==> config.mk <==
export PLATFORM = sky130hd
export DESIGN_NAME = fifo_flex_flat
export DESIGN_NICKNAME = d
export VERILOG_FILES = /design/src/rtl/fifo_pkg.sv /design/src/rtl/fifo_flex_if.sv /design/src/rtl/fifo_mem.sv /design/src/rtl/fifo_flex.sv /design/src/flat_wrapper.sv
export SDC_FILE = /design/constraint.sdc
export NUM_CORES = 1
export LEC_CHECK = 0
export BUFFER_PORTS_ARGS = -buffer_cell sky130_fd_sc_hd__buf_2
export CAP_MARGIN = 10
export CORE_MARGIN = 2
export CORE_UTILIZATION = 55
export DETAILED_ROUTE_END_ITERATION = 6
export GPL_TIMING_DRIVEN = 0
export PLACE_DENSITY = 0.74
export SLEW_MARGIN = 20
export SYNTH_ARGS = -nofsm -noshare
export SYNTH_HDL_FRONTEND = slang
export SYNTH_SLANG_ARGS = --single-unit
==> constraint.sdc <==
create_clock -name clk -period 8.1 [get_ports clk]
set_clock_uncertainty 0.15 [all_clocks]
set_input_delay 1.62 -clock clk [delete_from_list [all_inputs] [get_ports clk]]
set_output_delay 1.62 -clock clk [all_outputs]
set_load 0.05 [all_outputs]
==> src/rtl/fifo_pkg.sv <==
// fifo_pkg: shared defaults, read-mode enum, status struct and helper for the flexible FIFO
//   DATA_WIDTH / FIFO_DEPTH : default entry width and depth for fifo_flex and its interface
//   rd_mode_e               : read-port flavour (show-ahead or registered)
//   status_t                : packed occupancy/error flags
//   is_pow2()               : depth legality check used at elaboration
package fifo_pkg;

    localparam int DATA_WIDTH = 16;
    localparam int FIFO_DEPTH = 8;

    typedef enum logic {RD_SHOW_AHEAD, RD_REGISTERED} rd_mode_e;

    typedef struct packed {
        logic full;
        logic empty;
        logic almost_full;
        logic almost_empty;
        logic overflow;
        logic underflow;
    } status_t;

    function automatic bit is_pow2(input int n);
        return n >= 2 && (n & (n - 1)) == 0;
    endfunction

endpackage

==> src/rtl/fifo_flex_if.sv <==
// fifo_flex_if: handshake, data and status bundle between a FIFO user and fifo_flex
//   master : drives flush, wr_en, wr_data, rd_en, clr_err; observes read data and status
//   slave  : the FIFO side, the mirror image of master
interface fifo_flex_if
    import fifo_pkg::*;
#(
    parameter int DATA_WIDTH = fifo_pkg::DATA_WIDTH,
    parameter int FIFO_DEPTH = fifo_pkg::FIFO_DEPTH
);

    localparam int PW = $clog2(FIFO_DEPTH);

    logic                  flush;
    logic                  wr_en;
    logic [DATA_WIDTH-1:0] wr_data;
    logic                  rd_en;
    logic [DATA_WIDTH-1:0] rd_data;
    logic                  rd_valid;
    logic                  full;
    logic                  empty;
    logic                  almost_full;
    logic                  almost_empty;
    logic [PW:0]           count;
    logic                  overflow;
    logic                  underflow;
    logic                  clr_err;

    modport master (
        output flush, wr_en, wr_data, rd_en, clr_err,
        input  rd_data, rd_valid, full, empty, almost_full, almost_empty,
               count, overflow, underflow
    );

    modport slave (
        input  flush, wr_en, wr_data, rd_en, clr_err,
        output rd_data, rd_valid, full, empty, almost_full, almost_empty,
               count, overflow, underflow
    );

endinterface

==> src/rtl/fifo_mem.sv <==
// fifo_mem: storage array with one synchronous write port and one asynchronous read port
//   clk   : write clock
//   we    : write enable
//   waddr : write address
//   wdata : write data
//   raddr : read address
//   rdata : read data, combinational from raddr
module fifo_mem
    import fifo_pkg::*;
#(
    parameter int DATA_WIDTH = fifo_pkg::DATA_WIDTH,
    parameter int FIFO_DEPTH = fifo_pkg::FIFO_DEPTH,
    localparam int AW        = $clog2(FIFO_DEPTH)
) (
    input  logic                  clk,
    input  logic                  we,
    input  logic [AW-1:0]         waddr,
    input  logic [DATA_WIDTH-1:0] wdata,
    input  logic [AW-1:0]         raddr,
    output logic [DATA_WIDTH-1:0] rdata
);

    logic [DATA_WIDTH-1:0] mem [FIFO_DEPTH];

    always_ff @(posedge clk) begin
        if (we) mem[waddr] <= wdata;
    end

    assign rdata = mem[raddr];

endmodule

==> src/rtl/fifo_flex.sv <==
// fifo_flex: parametrised synchronous FIFO with show-ahead or registered read, level flags,
//            occupancy count, synchronous flush and sticky overflow/underflow errors
//   clk   : rising-edge clock
//   rst_n : asynchronous active-low reset
//   bus   : fifo_flex_if slave port carrying flush, wr_en/wr_data, rd_en/rd_data/rd_valid,
//           full, empty, almost_full, almost_empty, count, overflow, underflow, clr_err
module fifo_flex
    import fifo_pkg::*;
#(
    parameter int DATA_WIDTH    = fifo_pkg::DATA_WIDTH,
    parameter int FIFO_DEPTH    = fifo_pkg::FIFO_DEPTH,
    parameter int AFULL_THRESH  = 6,
    parameter int AEMPTY_THRESH = 2,
    parameter int SHOW_AHEAD    = 1
) (
    input logic         clk,
    input logic         rst_n,
    fifo_flex_if.slave  bus
);

    localparam int PW = $clog2(FIFO_DEPTH);
    localparam rd_mode_e MODE = (SHOW_AHEAD != 0) ? RD_SHOW_AHEAD : RD_REGISTERED;
    localparam logic [PW:0] DEPTH_W = (PW+1)'(FIFO_DEPTH);
    localparam logic [PW:0] AF_W    = (PW+1)'(AFULL_THRESH);
    localparam logic [PW:0] AE_W    = (PW+1)'(AEMPTY_THRESH);
    localparam logic [PW:0] ONE     = (PW+1)'(1);

    if (!is_pow2(FIFO_DEPTH)) begin : g_bad_depth
        $fatal(1, "fifo_flex: FIFO_DEPTH must be a power of 2 and >= 2");
    end
    if (DATA_WIDTH < 1) begin : g_bad_width
        $fatal(1, "fifo_flex: DATA_WIDTH must be >= 1");
    end
    if (AFULL_THRESH < 1 || AFULL_THRESH > FIFO_DEPTH) begin : g_bad_af
        $fatal(1, "fifo_flex: AFULL_THRESH out of range 1..FIFO_DEPTH");
    end
    if (AEMPTY_THRESH < 0 || AEMPTY_THRESH > FIFO_DEPTH - 1) begin : g_bad_ae
        $fatal(1, "fifo_flex: AEMPTY_THRESH out of range 0..FIFO_DEPTH-1");
    end

    // One extra pointer bit distinguishes full from empty when the indices coincide.
    logic [PW:0]           r, w, cnt, r_inc, w_inc;
    logic                  wr_ok, rd_ok, ovf, udf;
    logic [DATA_WIDTH-1:0] head;
    status_t               st;

    assign cnt   = w - r;
    assign r_inc = r + ONE;
    assign w_inc = w + ONE;

    assign st.full         = cnt == DEPTH_W;
    assign st.empty        = cnt == '0;
    assign st.almost_full  = cnt >= AF_W;
    assign st.almost_empty = cnt <= AE_W;
    assign st.overflow     = ovf;
    assign st.underflow    = udf;

    // Flush overrides both requests, so neither moves a pointer nor raises an error.
    assign wr_ok = bus.wr_en && !st.full && !bus.flush;
    assign rd_ok = bus.rd_en && !st.empty && !bus.flush;

    always_ff @(posedge clk or negedge rst_n) begin
        if (!rst_n) begin
            r <= '0;
            w <= '0;
        end else if (bus.flush) begin
            r <= '0;
            w <= '0;
        end else begin
            if (wr_ok) w <= w_inc;
            if (rd_ok) r <= r_inc;
        end
    end

    // Sticky errors: a set in the same cycle as clr_err wins.
    always_ff @(posedge clk or negedge rst_n) begin
        if (!rst_n) begin
            ovf <= 1'b0;
            udf <= 1'b0;
        end else begin
            ovf <= (bus.wr_en && st.full && !bus.flush) || (ovf && !bus.clr_err);
            udf <= (bus.rd_en && st.empty && !bus.flush) || (udf && !bus.clr_err);
        end
    end

    fifo_mem #(
        .DATA_WIDTH (DATA_WIDTH),
        .FIFO_DEPTH (FIFO_DEPTH)
    ) u_mem (
        .clk   (clk),
        .we    (wr_ok),
        .waddr (w[PW-1:0]),
        .wdata (bus.wr_data),
        .raddr (r[PW-1:0]),
        .rdata (head)
    );

    if (MODE == RD_REGISTERED) begin : g_reg
        logic [DATA_WIDTH-1:0] rd_q;
        logic                  rv_q;
        always_ff @(posedge clk or negedge rst_n) begin
            if (!rst_n) begin
                rd_q <= '0;
                rv_q <= 1'b0;
            end else begin
                rv_q <= rd_ok;
                if (rd_ok) rd_q <= head;
            end
        end
        assign bus.rd_data  = rd_q;
        assign bus.rd_valid = rv_q;
    end else begin : g_sa
        assign bus.rd_data  = head;
        assign bus.rd_valid = !st.empty;
    end

    assign bus.full         = st.full;
    assign bus.empty        = st.empty;
    assign bus.almost_full  = st.almost_full;
    assign bus.almost_empty = st.almost_empty;
    assign bus.overflow     = st.overflow;
    assign bus.underflow    = st.underflow;
    assign bus.count        = cnt;

    a_count_range: assert property (@(posedge clk) disable iff (!rst_n) cnt <= DEPTH_W);
    a_wr_blocked:  assert property (@(posedge clk) disable iff (!rst_n) !bus.flush && !wr_ok |=> $stable(w));
    a_rd_blocked:  assert property (@(posedge clk) disable iff (!rst_n) !bus.flush && !rd_ok |=> $stable(r));
    a_wr_advance:  assert property (@(posedge clk) disable iff (!rst_n) wr_ok |=> w == $past(w_inc));
    a_rd_advance:  assert property (@(posedge clk) disable iff (!rst_n) rd_ok |=> r == $past(r_inc));
    a_flush_empty: assert property (@(posedge clk) disable iff (!rst_n) bus.flush |=> st.empty);
    a_reset_clear: assert property (@(posedge clk) $rose(rst_n) |-> r == '0 && w == '0 && !ovf && !udf);

endmodule
==> src/flat_wrapper.sv <==
// flat-port wrapper written by rule: the top's interface ports become plain ports
module fifo_flex_flat import fifo_pkg::*;
#(
    parameter int DATA_WIDTH    = fifo_pkg::DATA_WIDTH,
    parameter int FIFO_DEPTH    = fifo_pkg::FIFO_DEPTH,
    parameter int AFULL_THRESH  = 6,
    parameter int AEMPTY_THRESH = 2,
    parameter int SHOW_AHEAD    = 1
)
  (clk, rst_n, bus_flush, bus_wr_en, bus_wr_data, bus_rd_en, bus_clr_err, bus_rd_data, bus_rd_valid, bus_full, bus_empty, bus_almost_full, bus_almost_empty, bus_count, bus_overflow, bus_underflow);
  fifo_flex_if #(.DATA_WIDTH(DATA_WIDTH), .FIFO_DEPTH(FIFO_DEPTH)) bus_i ();
  input logic clk;
  input logic rst_n;
  input wire logic [$bits(bus_i.flush)-1:0] bus_flush;
  input wire logic [$bits(bus_i.wr_en)-1:0] bus_wr_en;
  input wire logic [$bits(bus_i.wr_data)-1:0] bus_wr_data;
  input wire logic [$bits(bus_i.rd_en)-1:0] bus_rd_en;
  input wire logic [$bits(bus_i.clr_err)-1:0] bus_clr_err;
  output wire logic [$bits(bus_i.rd_data)-1:0] bus_rd_data;
  output wire logic [$bits(bus_i.rd_valid)-1:0] bus_rd_valid;
  output wire logic [$bits(bus_i.full)-1:0] bus_full;
  output wire logic [$bits(bus_i.empty)-1:0] bus_empty;
  output wire logic [$bits(bus_i.almost_full)-1:0] bus_almost_full;
  output wire logic [$bits(bus_i.almost_empty)-1:0] bus_almost_empty;
  output wire logic [$bits(bus_i.count)-1:0] bus_count;
  output wire logic [$bits(bus_i.overflow)-1:0] bus_overflow;
  output wire logic [$bits(bus_i.underflow)-1:0] bus_underflow;
  assign bus_i.flush = bus_flush;
  assign bus_i.wr_en = bus_wr_en;
  assign bus_i.wr_data = bus_wr_data;
  assign bus_i.rd_en = bus_rd_en;
  assign bus_i.clr_err = bus_clr_err;
  assign bus_rd_data = bus_i.rd_data;
  assign bus_rd_valid = bus_i.rd_valid;
  assign bus_full = bus_i.full;
  assign bus_empty = bus_i.empty;
  assign bus_almost_full = bus_i.almost_full;
  assign bus_almost_empty = bus_i.almost_empty;
  assign bus_count = bus_i.count;
  assign bus_overflow = bus_i.overflow;
  assign bus_underflow = bus_i.underflow;
  fifo_flex #(.DATA_WIDTH(DATA_WIDTH), .FIFO_DEPTH(FIFO_DEPTH), .AFULL_THRESH(AFULL_THRESH), .AEMPTY_THRESH(AEMPTY_THRESH), .SHOW_AHEAD(SHOW_AHEAD)) u_core (.clk(clk), .rst_n(rst_n), .bus(bus_i));
endmodule
==> key figures <==
Timing
  • FMAX: around 180 MHz
  • RSZ-0062 raised after global routing: no
  • Crit share post-route: 69.81%
  • Fin crit period: 5.655 ns
  • Finish-stage setup viols: 0
  • Final Hold Fails: 0
  • Max_slew headroom: 34.31%
  • Worst-Margin Slew: around 0.99 ns
  • TNS Setup: 0 ns
  • Pins Over Slew Limit: 0

Power and ir drop
  • VDD IR max: 0.0003100 V
  • Internal power: 1557 µW
  • Comb pwr share: 34.2%
  • Clock share of power: 31.3%
  • Switching pwr: 877.4 µW
  • Cell Pwr Density: about 360 nW/µm²
  • Flop pwr share: 34.5%
  • Sw frac: a little over a third
  • Leak Pwr: around 0.0024 µW

GRT
  • Grt ovf: 0
  • Gr usage total: 21.84%
  • Largest net degree at the start of global routing: 17
  • First-pass GRT wire length: 17350 µm
  • Vias in the first global route: 3144
  • Initial antenna violation count: 0

Drt
  • DR vias: 2983
  • DRT iter0 DRCs: 238
  • Avg WL per Cell: 20.25 µm
  • Final Routed Wirelength: around 11000 µm
  • Post-route DRC: 0
  • Drt pass-1 iters: 4
  • Post-route antenna net violation count: 0
  • Vias/cell: 5.565

Clock network
  • CTS tree: done
  • Sinks on the clock net: 138
  • Post-CTS Resized: 0
  • CTS Hold Bufs: 0
  • CTS buffer count: 17
  • Clk Latency, worst-skew pair: 0.51 ns
  • Root buffer cell: clkbuf_8
  • CTS HTree Levels: 4
  • Clock tree buffer depth: 2
  • Clk slew on worst S/H paths: around 0.060 ns
  • # Post-CTS Setup Buffers: 0

Placement
  • Detail Placement HPWL: 7047 µm
  • Placed Cells incl. Taps: ~500
  • GP Congestion: 0.8027
  • I/O Buffers: 48

Synth
  • Async SR Flop Fraction: under 10%
  • Post-Synthesis Net Count: 334
  • Mapped Area: 5568 µm²
  • Gate Count Post-Synth: 306
  • Unique masters post-synth: 41
  • Number of flops mapped to enable cells by yosys: 128
  • Largest area contributor in the netlist: edfxtp_1
  • Synth Area in Simple Gates: 7.191%
  • Most frequent cell after synthesis: edfxtp_1
  • Top post-synthesis cells by count: edfxtp_1 (128), nand2_1 (52), mux4_2 (32)
  • Ys Warns: 0
  • Synthesized flop and latch total: approximately 140
  • Share of the yosys chip area belonging to registers: 73.53%
  • Largest family of logic cells by synthesized area: multiplexers
  • Compound-Gate Fraction of Synth Area: 1.955%
  • Synth top area share: between 60% and 70%
  • Syn Area/Cell: approximately 18 µm²
  • Synth Area in XOR/XNOR: less than 1%
  • Ys flop type: edfxtp_1
  • Synth area leaders: edfxtp_1 (69%), mux4_2 (13%), dfrtp_1 (4.5%)
  • Synth Area in Adders: around 1.5%
  • Mux cell area share after synthesis: 13.51%

Final layout
  • Fraction of layout cells with a size suffix above 1: 36.23%
  • Diodes inserted: 0
  • P&R area growth vs syn: 20.85%
  • Non-Filler Instances: 536
  • Final nets: 418
  • Final core occ: 68.53%

Floorplan
  • Io pins: 49
  • Row Count: 36
  • Die area: around 11000 µm²
  • Core box area: around 9800 µm²
  • Chip height: 104.6 µm
  • Die width: 104.6 µm
  • Initial core utilization: 56.70%

Critical path
  • Crit Path Max Fanout: 10
  • Worst path required time: 6.33 ns
  • WS Path Type: register to primary output
  • Crit path DAT: 3.88 ns
  • Crit. End Element: primary output
  • Critical Path Start Type: register

Run
  • Max-cap viol count: 0

Outcome
  • Status: finished clean

Worst hold path
  • HP Class: register to register
-- worst max-delay path, stage by stage (launching register included) --
cell and delay, ns:
dfrtp_1 0.33, clkbuf_1 0.39, clkinv_1 0.45, clkbuf_1 0.42, ha_1 0.44, xor2_1 0.22, or3_4 0.37, or3_2 0.44
inv_2 0.07, buf_2 0.25
-- metrics by stage --
step	cell area [µm²]	worst slack, ns	power [µW]	hold WS [ns]
after floorplan	5568	2.850	1505	0.4162
after global placement	5974	1.418	1665	0.3182
after detailed placement	6137	2.899	1689	0.3324
after CTS	6729	2.403	2454	0.3458
after global routing	6729	2.105	2536	0.3959
final	6729	2.445	2434	0.3465
-- power groups by stage --
stage	sequential [µW]	clock, µW	combinational [µW]
2_1_floorplan	858	0	647
3_3_place_gp	852	0	814
6_report	839	762	833
5_1_grt	843	801	892
3_5_place_dp	853	0	836
4_1_cts	839	774	842
-- flip-flops by register name (all words and copies together), names as in the netlist --
signal                count
u_core.bus.overflow       1
u_core.u_mem.mem        128
u_core.bus.underflow      1
u_core.r                  4
u_core.w                  4
-- final cells by class --
| type | count | area, µm² |
|---|---|---|
| flip-flops and latches | 138 | 4094 |
| fillers | 650 | 3090 |
| multi-input cells | 146 | 1416 |
| clock buffers | 19 | 421.7 |
| repair buffers | 65 | 365.4 |
| clock inverters | 13 | 170.2 |
| well taps | 133 | 166.4 |
| plain buffers | 14 | 65.06 |
| inverters | 8 | 30.03 |
-- cells by family after synthesis --
logic type	count (synthesis)
DFF	138
and+or+nand+nor	85
muxes	35
buffers and inverters	22
AOI/OAI and AO/OA	16
adders and majority gates	6
xor gates and xnor gates	4
-- cell usage in the layout, fill, tap and decap left out, types with 3 or more instances in the layout --
cell        instances
clkbuf_1           11
a21oi_1             5
clkinv_4            4
inv_1               6
nand2_1            52
edfxtp_1          128
ha_1                5
bufinv_16           3
dfrtp_1            10
clkbuf_16          16
nor2_1              7
buf_6               5
clkinvlp_4          3
nand2b_1            3
o21ai_0             3
buf_2              62
mux4_2             32
-- worst paths after layout --
check / startpoint / end / slack, ns / depth (start not counted)
setup / recovery: u_core.r[2] / bus_empty / 2.45 / 9
hold / removal: u_core.bus.underflow / u_core.bus.underflow / 0.35 / 1
setup reg to reg: u_core.r[2] / u_core.u_mem.mem[6][5] / 3.58 / 12
hold reg to reg: u_core.bus.underflow / u_core.bus.underflow / 0.35 / 1
max in group asynchronous: rst_n / u_core.r[1] / 6.78 / 1
min in group asynchronous: rst_n / u_core.w[2] / 0.81 / 1
-- layer usage --
layer	wire (µm)	share of wire [%]	global-route usage, %	vias up
li1	-	-	-	1373
met1	4487	41	29.23	1505
met2	5627	52	35.25	103
met3	706	6.5	5.552	2
met4	33	0.30	7.905	0
met5	0	0	0	-
Note: power is estimated with default switching activity, not from simulation.
